### src/rtl/reg_bank_arbiter.sv
// reg_bank_arbiter: shares one register bank port among NUM_REQ requesters, one access in flight.
// Latency: accept pulse at T, bank issue at T+1, response at T+2 (write) or T+2+RD_LAT (read).
// Backpressure: requesters hold req_valid_i until their req_ready_o pulse; no sampling while busy.
// Build option: define REG_BANK_ARB_FIXED_PRIO_EN for fixed lowest-index-first arbitration.
//
// Every output is a register loaded from the FSM state of the previous cycle, so the bank sees an
// access one cycle after the ISSUE state, and read data is captured during the DONE state, which is
// exactly RD_LAT cycles after the address reached the bank.
module reg_bank_arbiter #(
   parameter int NUM_REQ = 4,
   parameter int ADDR_W  = 8,
   parameter int DATA_W  = 16,
   parameter int RD_LAT  = 1
) (
   input  logic                      clk_i,
   input  logic                      reset_ni,
   input  logic [NUM_REQ-1:0]        req_valid_i,
   input  logic [NUM_REQ-1:0]        req_rw_i,
   input  logic [NUM_REQ*ADDR_W-1:0] req_addr_i,
   input  logic [NUM_REQ*DATA_W-1:0] req_wdata_i,
   output logic [NUM_REQ-1:0]        req_ready_o,
   output logic [NUM_REQ-1:0]        rsp_valid_o,
   output logic [DATA_W-1:0]         rsp_rdata_o,
   output logic [ADDR_W-1:0]         bank_address_o,
   output logic [DATA_W-1:0]         bank_data_in_o,
   output logic                      bank_rw_o,
   input  logic [DATA_W-1:0]         bank_data_out_i,
   output logic                      busy_o
);

   localparam int IDX_W = (NUM_REQ > 1) ? $clog2(NUM_REQ) : 1;
   localparam int CNT_W = 3;
   localparam logic [NUM_REQ-1:0] ONE = NUM_REQ'(1);

   typedef enum logic [1:0] {
      S_IDLE  = 2'd0,
      S_ISSUE = 2'd1,
      S_WAIT  = 2'd2,
      S_DONE  = 2'd3
   } state_e;

   state_e state_q, state_d;

   // latched request of the transaction in flight
   logic [IDX_W-1:0]  idx_q, idx_d;
   logic              rw_q, rw_d;
   logic [ADDR_W-1:0] addr_q, addr_d;
   logic [DATA_W-1:0] wdata_q, wdata_d;
   logic [CNT_W-1:0]  cnt_q, cnt_d;

   // arbitration result for the current cycle
   logic              grant_vld;
   logic [IDX_W-1:0]  grant_idx;

   // output registers
   logic [NUM_REQ-1:0] req_ready_q, req_ready_d;
   logic [NUM_REQ-1:0] rsp_valid_q, rsp_valid_d;
   logic [DATA_W-1:0]  rsp_rdata_q, rsp_rdata_d;
   logic [ADDR_W-1:0]  bank_address_q, bank_address_d;
   logic [DATA_W-1:0]  bank_data_in_q, bank_data_in_d;
   logic               bank_rw_q, bank_rw_d;
   logic               busy_q, busy_d;

`ifdef REG_BANK_ARB_FIXED_PRIO_EN
   // Fixed priority: the lowest-index pending requester wins.
   always_comb begin
      grant_vld = 1'b0;
      grant_idx = '0;
      for (int i = NUM_REQ - 1; i >= 0; i--) begin
         if (req_valid_i[i]) begin
            grant_vld = 1'b1;
            grant_idx = IDX_W'(i);
         end
      end
   end
`else
   logic [IDX_W-1:0] last_grant_q, last_grant_d;
   logic [IDX_W-1:0] cand_idx;
   int               cand;

   // Round robin: scan from last_grant+1 upward with wrap; the closest pending requester wins.
   always_comb begin
      grant_vld = 1'b0;
      grant_idx = '0;
      cand      = 0;
      cand_idx  = '0;
      for (int k = NUM_REQ; k >= 1; k--) begin
         cand = int'(last_grant_q) + k;
         if (cand >= NUM_REQ) begin
            cand = cand - NUM_REQ;
         end
         cand_idx = IDX_W'(cand);
         if (req_valid_i[cand_idx]) begin
            grant_vld = 1'b1;
            grant_idx = cand_idx;
         end
      end
   end

   // Pointer moves only when a grant is issued from IDLE.
   always_comb begin
      last_grant_d = last_grant_q;
      if (state_q == S_IDLE && grant_vld) begin
         last_grant_d = grant_idx;
      end
   end

   // Round-robin pointer register; reset gives requester 0 top priority.
   always_ff @(posedge clk_i or negedge reset_ni) begin
      if (!reset_ni) begin
         last_grant_q <= IDX_W'(NUM_REQ - 1);
      end else begin
         last_grant_q <= last_grant_d;
      end
   end
`endif

   // FSM state register.
   always_ff @(posedge clk_i or negedge reset_ni) begin
      if (!reset_ni) begin
         state_q <= S_IDLE;
      end else begin
         state_q <= state_d;
      end
   end

   // FSM next state.
   always_comb begin
      state_d = state_q;
      unique case (state_q)
         S_IDLE:  if (grant_vld) state_d = S_ISSUE;
         S_ISSUE: state_d = (rw_q || RD_LAT == 0) ? S_DONE : S_WAIT;
         S_WAIT:  if (cnt_q <= CNT_W'(1)) state_d = S_DONE;
         S_DONE:  state_d = S_IDLE;
         default: state_d = S_IDLE;
      endcase
   end

   // Request latch and read-latency counter next state.
   always_comb begin
      idx_d   = idx_q;
      rw_d    = rw_q;
      addr_d  = addr_q;
      wdata_d = wdata_q;
      cnt_d   = cnt_q;
      unique case (state_q)
         S_IDLE: begin
            if (grant_vld) begin
               idx_d   = grant_idx;
               rw_d    = req_rw_i[grant_idx];
               addr_d  = req_addr_i[int'(grant_idx)*ADDR_W +: ADDR_W];
               wdata_d = req_wdata_i[int'(grant_idx)*DATA_W +: DATA_W];
            end
         end
         S_ISSUE: cnt_d = CNT_W'(RD_LAT);
         S_WAIT:  cnt_d = cnt_q - CNT_W'(1);
         default: ;
      endcase
   end

   // Request latch and counter registers.
   always_ff @(posedge clk_i or negedge reset_ni) begin
      if (!reset_ni) begin
         idx_q   <= '0;
         rw_q    <= 1'b0;
         addr_q  <= '0;
         wdata_q <= '0;
         cnt_q   <= '0;
      end else begin
         idx_q   <= idx_d;
         rw_q    <= rw_d;
         addr_q  <= addr_d;
         wdata_q <= wdata_d;
         cnt_q   <= cnt_d;
      end
   end

   // FSM outputs: bank_rw is parked low except after ISSUE of a write; address held between issues.
   always_comb begin
      req_ready_d    = '0;
      rsp_valid_d    = '0;
      rsp_rdata_d    = '0;
      bank_rw_d      = 1'b0;
      bank_address_d = bank_address_q;
      bank_data_in_d = bank_data_in_q;
      busy_d         = (state_d != S_IDLE);
      unique case (state_q)
         S_IDLE: begin
            if (grant_vld) req_ready_d = ONE << grant_idx;
         end
         S_ISSUE: begin
            bank_rw_d      = rw_q;
            bank_address_d = addr_q;
            bank_data_in_d = wdata_q;
         end
         S_DONE: begin
            rsp_valid_d = ONE << idx_q;
            if (!rw_q) rsp_rdata_d = bank_data_out_i;
         end
         default: ;
      endcase
   end

   // Output registers; reset forces every output, including bank_rw, low at once.
   always_ff @(posedge clk_i or negedge reset_ni) begin
      if (!reset_ni) begin
         req_ready_q    <= '0;
         rsp_valid_q    <= '0;
         rsp_rdata_q    <= '0;
         bank_address_q <= '0;
         bank_data_in_q <= '0;
         bank_rw_q      <= 1'b0;
         busy_q         <= 1'b0;
      end else begin
         req_ready_q    <= req_ready_d;
         rsp_valid_q    <= rsp_valid_d;
         rsp_rdata_q    <= rsp_rdata_d;
         bank_address_q <= bank_address_d;
         bank_data_in_q <= bank_data_in_d;
         bank_rw_q      <= bank_rw_d;
         busy_q         <= busy_d;
      end
   end

   assign req_ready_o    = req_ready_q;
   assign rsp_valid_o    = rsp_valid_q;
   assign rsp_rdata_o    = rsp_rdata_q;
   assign bank_address_o = bank_address_q;
   assign bank_data_in_o = bank_data_in_q;
   assign bank_rw_o      = bank_rw_q;
   assign busy_o         = busy_q;

endmodule

### config.mk
export PLATFORM = sky130hd
export DESIGN_NAME = reg_bank_arbiter
export DESIGN_NICKNAME = d
export VERILOG_FILES = /design/src/rtl/reg_bank_arbiter.sv
export SDC_FILE = /design/constraint.sdc
export NUM_CORES = 1
export LEC_CHECK = 0
export ABC_CLOCK_PERIOD_IN_PS = 4700
export BUFFER_PORTS_ARGS = -buffer_cell sky130_fd_sc_hd__buf_4
export CAP_MARGIN = 30
export CORE_AREA = 2 2 132 82
export DETAILED_ROUTE_END_ITERATION = 7
export DIE_AREA = 0 0 134 84
export HOLD_SLACK_MARGIN = 0.06
export PLACE_DENSITY = 0.74
export SYNTH_ARGS = -nofsm -noshare
export SYNTH_HDL_FRONTEND = slang
export SYNTH_SLANG_ARGS = --single-unit
### constraint.sdc
create_clock -name clk_i -period 4.7 [get_ports clk_i]
set_input_delay 0.235 -clock clk_i [delete_from_list [all_inputs] [get_ports clk_i]]
set_output_delay 0.235 -clock clk_i [all_outputs]
set_load 0.1 [all_outputs]
Yosys cells after proc, flatten, opt, wreduce, memory -nomap -nowiden
Cells that the tools add are included.
{"block": "word_totals", "inputBits": 122, "register_bits": 84, "word_cells": 78}
{"block": "op_classes", "magnitude_cmp": 10, "add_sub_neg": 9, "mux": 33, "reduce_logical": 5, "n_shift": 4, "eq_ne": 3}
{"op": "$shiftx 64x7->16", "count": 1}
{"op": "$mux 16", "count": 2}
{"op": "$shiftx 32x6->8", "count": 1}
{"op": "$mux 2", "count": 10}
{"op": "$lt 2x3->1 const B", "count": 5}
{"op": "$mux 4", "count": 3}
{"op": "$mux 1", "count": 11}
{"op": "$bmux 1 s2", "count": 5}
{"op": "$ge 3x3->1 const B", "count": 3}
{"op": "$pmux 2 s4", "count": 1}
{"op": "$shl 1x2->4 const A", "count": 2}
{"op": "$sub 2x1->2 const B", "count": 4}
{"op": "$add 2x2->3 const B", "count": 2}
{"op": "$pmux 3 s2", "count": 1}
{"op": "$add 2x3->4 const B", "count": 1}
{"op": "$eq 2x2->1 const B", "count": 2}
{"op": "$ge 4x3->1 const B", "count": 1}
{"op": "$reduce_bool 2->1", "count": 2}
{"op": "$add 2x1->3 const B", "count": 1}
{"op": "$le 3x1->1 const B", "count": 1}
{"op": "$sub 3x1->3 const B", "count": 1}
{"op": "$eq 2x1->1 const B", "count": 1}
{"op": "$logic_not 2->1", "count": 1}
{"op": "$reduce_and 2->1", "count": 1}
{"op": "$logic_and 1x1->1", "count": 1}

Longest topological paths before layout
{"block": "depth", "ltp_word": 12, "mapped_depth": 8, "mapped_depth_nobuf": 7}

Worst setup path before layout
Ideal clock, no wire load.
{"block": "synth_timing", "path_type": "reg-to-reg", "from": "register last_grant_q[1]", "to": "register addr_q[0]", "path_stages_with_launch": 9, "slack_ps": 2903, "arrival_ps": 1665, "setup_time_ps": 132, "path_buffers": 3, "path_cell_list": "dfstp_2 -> buf_6 -> mux2i_1 -> nor2_1 -> nor3_2 -> buf_6 -> buf_8 -> mux2i_1 -> o221ai_2"}
{"block": "synth_via", "elab_chain_len": 10}
{"item": "start, declared", "line_no": "77", "text": "logic [IDX_W-1:0] last_grant_q, last_grant_d;"}
{"item": "start signal, assigned", "line_no": "111", "text": "last_grant_q <= IDX_W'(NUM_REQ - 1);"}
{"item": "start signal, assigned", "line_no": "113", "text": "last_grant_q <= last_grant_d;"}
{"item": "$add 2x3->4", "line_no": "88", "text": "cand = int'(last_grant_q) + k;"}
{"item": "$ge 4x3->1 or $sub 2x1->2 (tied branches)", "line_no": "89, 90"}
{"item": "$mux 2", "line_no": "89", "text": "if (cand >= NUM_REQ) begin"}
{"item": "$bmux 1 s2", "line_no": "93", "text": "if (req_valid_i[cand_idx]) begin"}
{"item": "$mux 1 (implied by the code)", "line_no": "93"}
{"item": "$mux 2 or $mux 1 (tied branches) (4 in series)", "line_no": "93"}
{"item": "$shiftx 32x6->8 or $reduce_and 2->1 (tied branches)"}
{"item": "end signal, assigned", "line_no": "172", "text": "addr_q <= addr_d;"}
{"item": "end, declared", "line_no": "47", "text": "logic [ADDR_W-1:0] addr_q, addr_d;"}
Parallel ways exist; a longest one is shown, timed or not. The select of a mux whose other input is x is not followed.
A chain may end at the register's enable or synchronous reset.

Worst setup path in the final report
{"block": "layout_timing", "from": "register last_grant_q[1]", "to": "register addr_q[1]"}
The elaborated chain is that of the path after synthesis.

==> summary.md <==
| Metric | Value |
|---|---|
| Yosys warning total | 0 |
| Asr flop ratio synth | 100% |
| Deepest level of the CTS H-tree | 3 |
| Routed vias | 2974 |
| Core ar. | 10200 um2 |
| Simple-gate share of the synthesized area | 9.34% |
| First-pass GRT wire length | 15600 um |
| GRT Residual Overflow | 0 |
| Crit. End Element | flop |
| Fmax | 0.411 GHz |
| DRT antenna net count | 0 |
| CP Class | flop to flop |
| Pin count of the biggest net entering global routing | 56 |
| Height of the die | 84 um |
| Synth-to-layout area growth | 43.3% |
| Max-Cap Viols | 0 |
| # clock sinks | 84 |
| Hold WC Path Type | primary input to flop |
| Root buf cell | clkbuf_16 |
| Postcts setup bufs | 0 |
| Seq/Total Area, Yosys | 53.4% |
| Post_cts resized | 0 |
| # nets final | 604 |
| Final Critical Period | 2430 ps |
| Worst Skew | 7.84 ps |
| Vias in the first global route | 3169 |
| Max Transition Viols Final | 0 |
| EDFF count, synth | 0 |
| Starting DRT DRC Count | 82 |
| GPL Wtd Cong | 0.738 |
| Design Area, Final | 5650 um2 |
| Initial antenna violation count | 0 |
| R2R depth | 6 |
| Crit Reg-Reg Startpoint | last_grant_q[1]$_DFFE_PN1P_ |
| Drt wl/cell | 15.5 um |
| Worst Tran Pin Value | 891 ps |
| Residual DRC count | 0 |
| Share of layout cells above drive strength 1 | 49.9% |
| Post-Synth Adder-Cell Area | 1.91% |
| Crit share post-route | 51.8% |
| Post-synthesis mux area share | 19.8% |
| Top-area cell type share of the netlist area | 52.1% |
| Status | finished clean |
| Post-synthesis net count | 435 |
| RSZ-0062 raised after global routing | no |
| FP Rows | 29 |
| Crit path required time | 4880 ps |
| Setup_tns | 0 ps |
| Final hold slack | 108 ps |
| Synthesized flop and latch total | 84 |
| CP startpoint | last_grant_q[1]$_DFFE_PN1P_ |
| Mapped cell area | 3940 um2 |
| Pwr dens | 799 nW/um2 |
| Antenna cells | 0 |
| Top cells by area, synth | dfrtp_1 (52%), mux2i_1 (13%), o221ai_2 (6.9%), mux2_2 (6.9%), nand2_1 (3.3%) |
| Worst-path maximum fanout | 55 |
| Top cells by count, synth | dfrtp_1 (82), mux2i_1 (51), nand2_1 (35), mux2_2 (24), o221ai_2 (18) |
| Worst reg2reg setup slack | 2270 ps |
| Pre-antenna DRT Iters | 4 |
| # setup viols final | 0 |
| Primary FF master, synth | dfrtp_1 |
| Syn_area_per_cell | 12.8 um2 |
| Fillers | 883 |
| Clock buffer depth | 2 |
| Synth area leader | dfrtp_1 |
| Hpwl dp | 6950 um |
| Die Wd | 134 um |
| TritonCTS clock tree | done |
| Most numerous cell in the Yosys netlist | dfrtp_1 |
| Compound-Gate Fraction of Synth Area | 10.7% |
| Worst rel slew slack | 40.6% |
| Leakage | 2.86 nW |
| Via/cell ratio | 4.80 |
| Main combinational cell family by area after synthesis | multiplexers |
| Ports | 172 |
| Post-synthesis xor/xnor area fraction | 0% |
| Multi-input gate area | 1650 um2 |
| DRT Wirelength | 9590 um |
| DP Area | 5310 um2 |
| GRT Total Usage | 17.8% |
| Mapped Cells | 307 |
| Clock slew at reported path FFs | 60 ps |
| Port Buffer Count | 171 |
| Die footprint | 11300 um2 |
| Initial Util | 38.6% |
| Register area | 2100 um2 |
| Yosys cell types | 34 |
| Fin. Hold Viols | 0 |
| Peak supply drop | 0.000490 V |
| CP startpoint kind | flop |
| Capturing point of the worst reg2reg path | addr_q[1]$_DFFE_PN0P_ |
| Clk_lat worst skew | 330 ps |
| Arrival @ worst endpoint | 2610 ps |
| Post-CTS Hold Fix Bufs | 1 |
| Worst setup endpoint | addr_q[1]$_DFFE_PN0P_ |
| TritonCTS buffer count | 9 |
-- per-stage QoR --
| stage | util [%] | worst slack, ps | power, mW | instances |
|---|---|---|---|---|
| floorplan | - | 2900 | 3.23 | 307 |
| global placement | 51.6 | 2400 | 3.70 | 601 |
| detailed placement | 52.0 | 2280 | 3.77 | 603 |
| CTS | 55.4 | 2270 | 4.56 | 620 |
| global route | 55.4 | 2100 | 4.76 | 620 |
| finish | 55.4 | 2270 | 4.51 | 620 |
-- layer usage --
metal	GRT usage, %	up-vias	routed length [um]
li1	-	1432	-
met3	6.68	6	839
met1	23.7	1414	4340
met5	0	-	0
met4	4.45	0	64
met2	27.6	122	4350
-- placed cells by master, fill, tap and decap left out, types with 7 or more instances in the layout --
cell type	instances
o221ai_1	7
mux2_2	24
and2_1	17
buf_4	174
o221ai_2	18
inv_1	7
nor2_1	11
mux2i_1	51
dfrtp_1	82
nand2_1	35
clkbuf_16	9
-- cell families after synthesis --
group,Yosys count
AOI/OAI and AO/OA,40
adders and majority gates,6
buffers and inverters,26
DFF,84
muxes,75
and+or+nand+nor,76
-- worst max-delay path: stages, from the launching register on --
cell	delay, ps
dfstp_2	590
mux2i_1	200
nor2_1	90
nor3_4	150
buf_4	660
mux2i_1	360
o221ai_2	140
-- state kept, by name, summed over array words and instances (netlist names) --
register and cells:
wdata_q 16, bank_rw_o 1, rsp_valid_o 4, busy_o 1, bank_address_o 8, cnt_q 3, rsp_rdata_o 16, bank_data_in_o 16
addr_q 8, last_grant_q 2, req_ready_o 4, idx_q 2, state_q 2, rw_q 1
-- power breakdown --
part / total [mW] / internal, mW / switching (mW) / leakage, nW
clock: 0.772 / 0.473 / 0.299 / 0.155
combinational: 2.54 / 0.757 / 1.78 / 1.65
sequential: 1.20 / 1.03 / 0.166 / 1.06
total: 4.51 / 2.26 / 2.25 / 2.86
-- how the worst min path moves through the flow --
stage                                     endpoint  depth (start not counted)  slack (ps)                from
final                     rsp_rdata_o[5]$_DFF_PN0_                          2         110  bank_data_out_i[5]
after global routing      rsp_rdata_o[4]$_DFF_PN0_                          2          90  bank_data_out_i[4]
after CTS                 rsp_rdata_o[5]$_DFF_PN0_                          2          90  bank_data_out_i[5]
after detailed placement  rsp_rdata_o[6]$_DFF_PN0_                          1         230            reset_ni
after global placement    rsp_rdata_o[1]$_DFF_PN0_                          2         440  bank_data_out_i[1]
after floorplan              addr_q[0]$_DFFE_PN0P_                          0         -60            reset_ni
-- final cells by class --
class,instances,share of cell area (%)
repair buffers,177,24.1
clock inverters,7,1.84
well taps,139,3.08
flip-flops and latches,84,37.3
clock buffers,9,3.99
multi-input cells,197,29.3
inverters,7,0.465
Power figures use the tool's default switching activity.
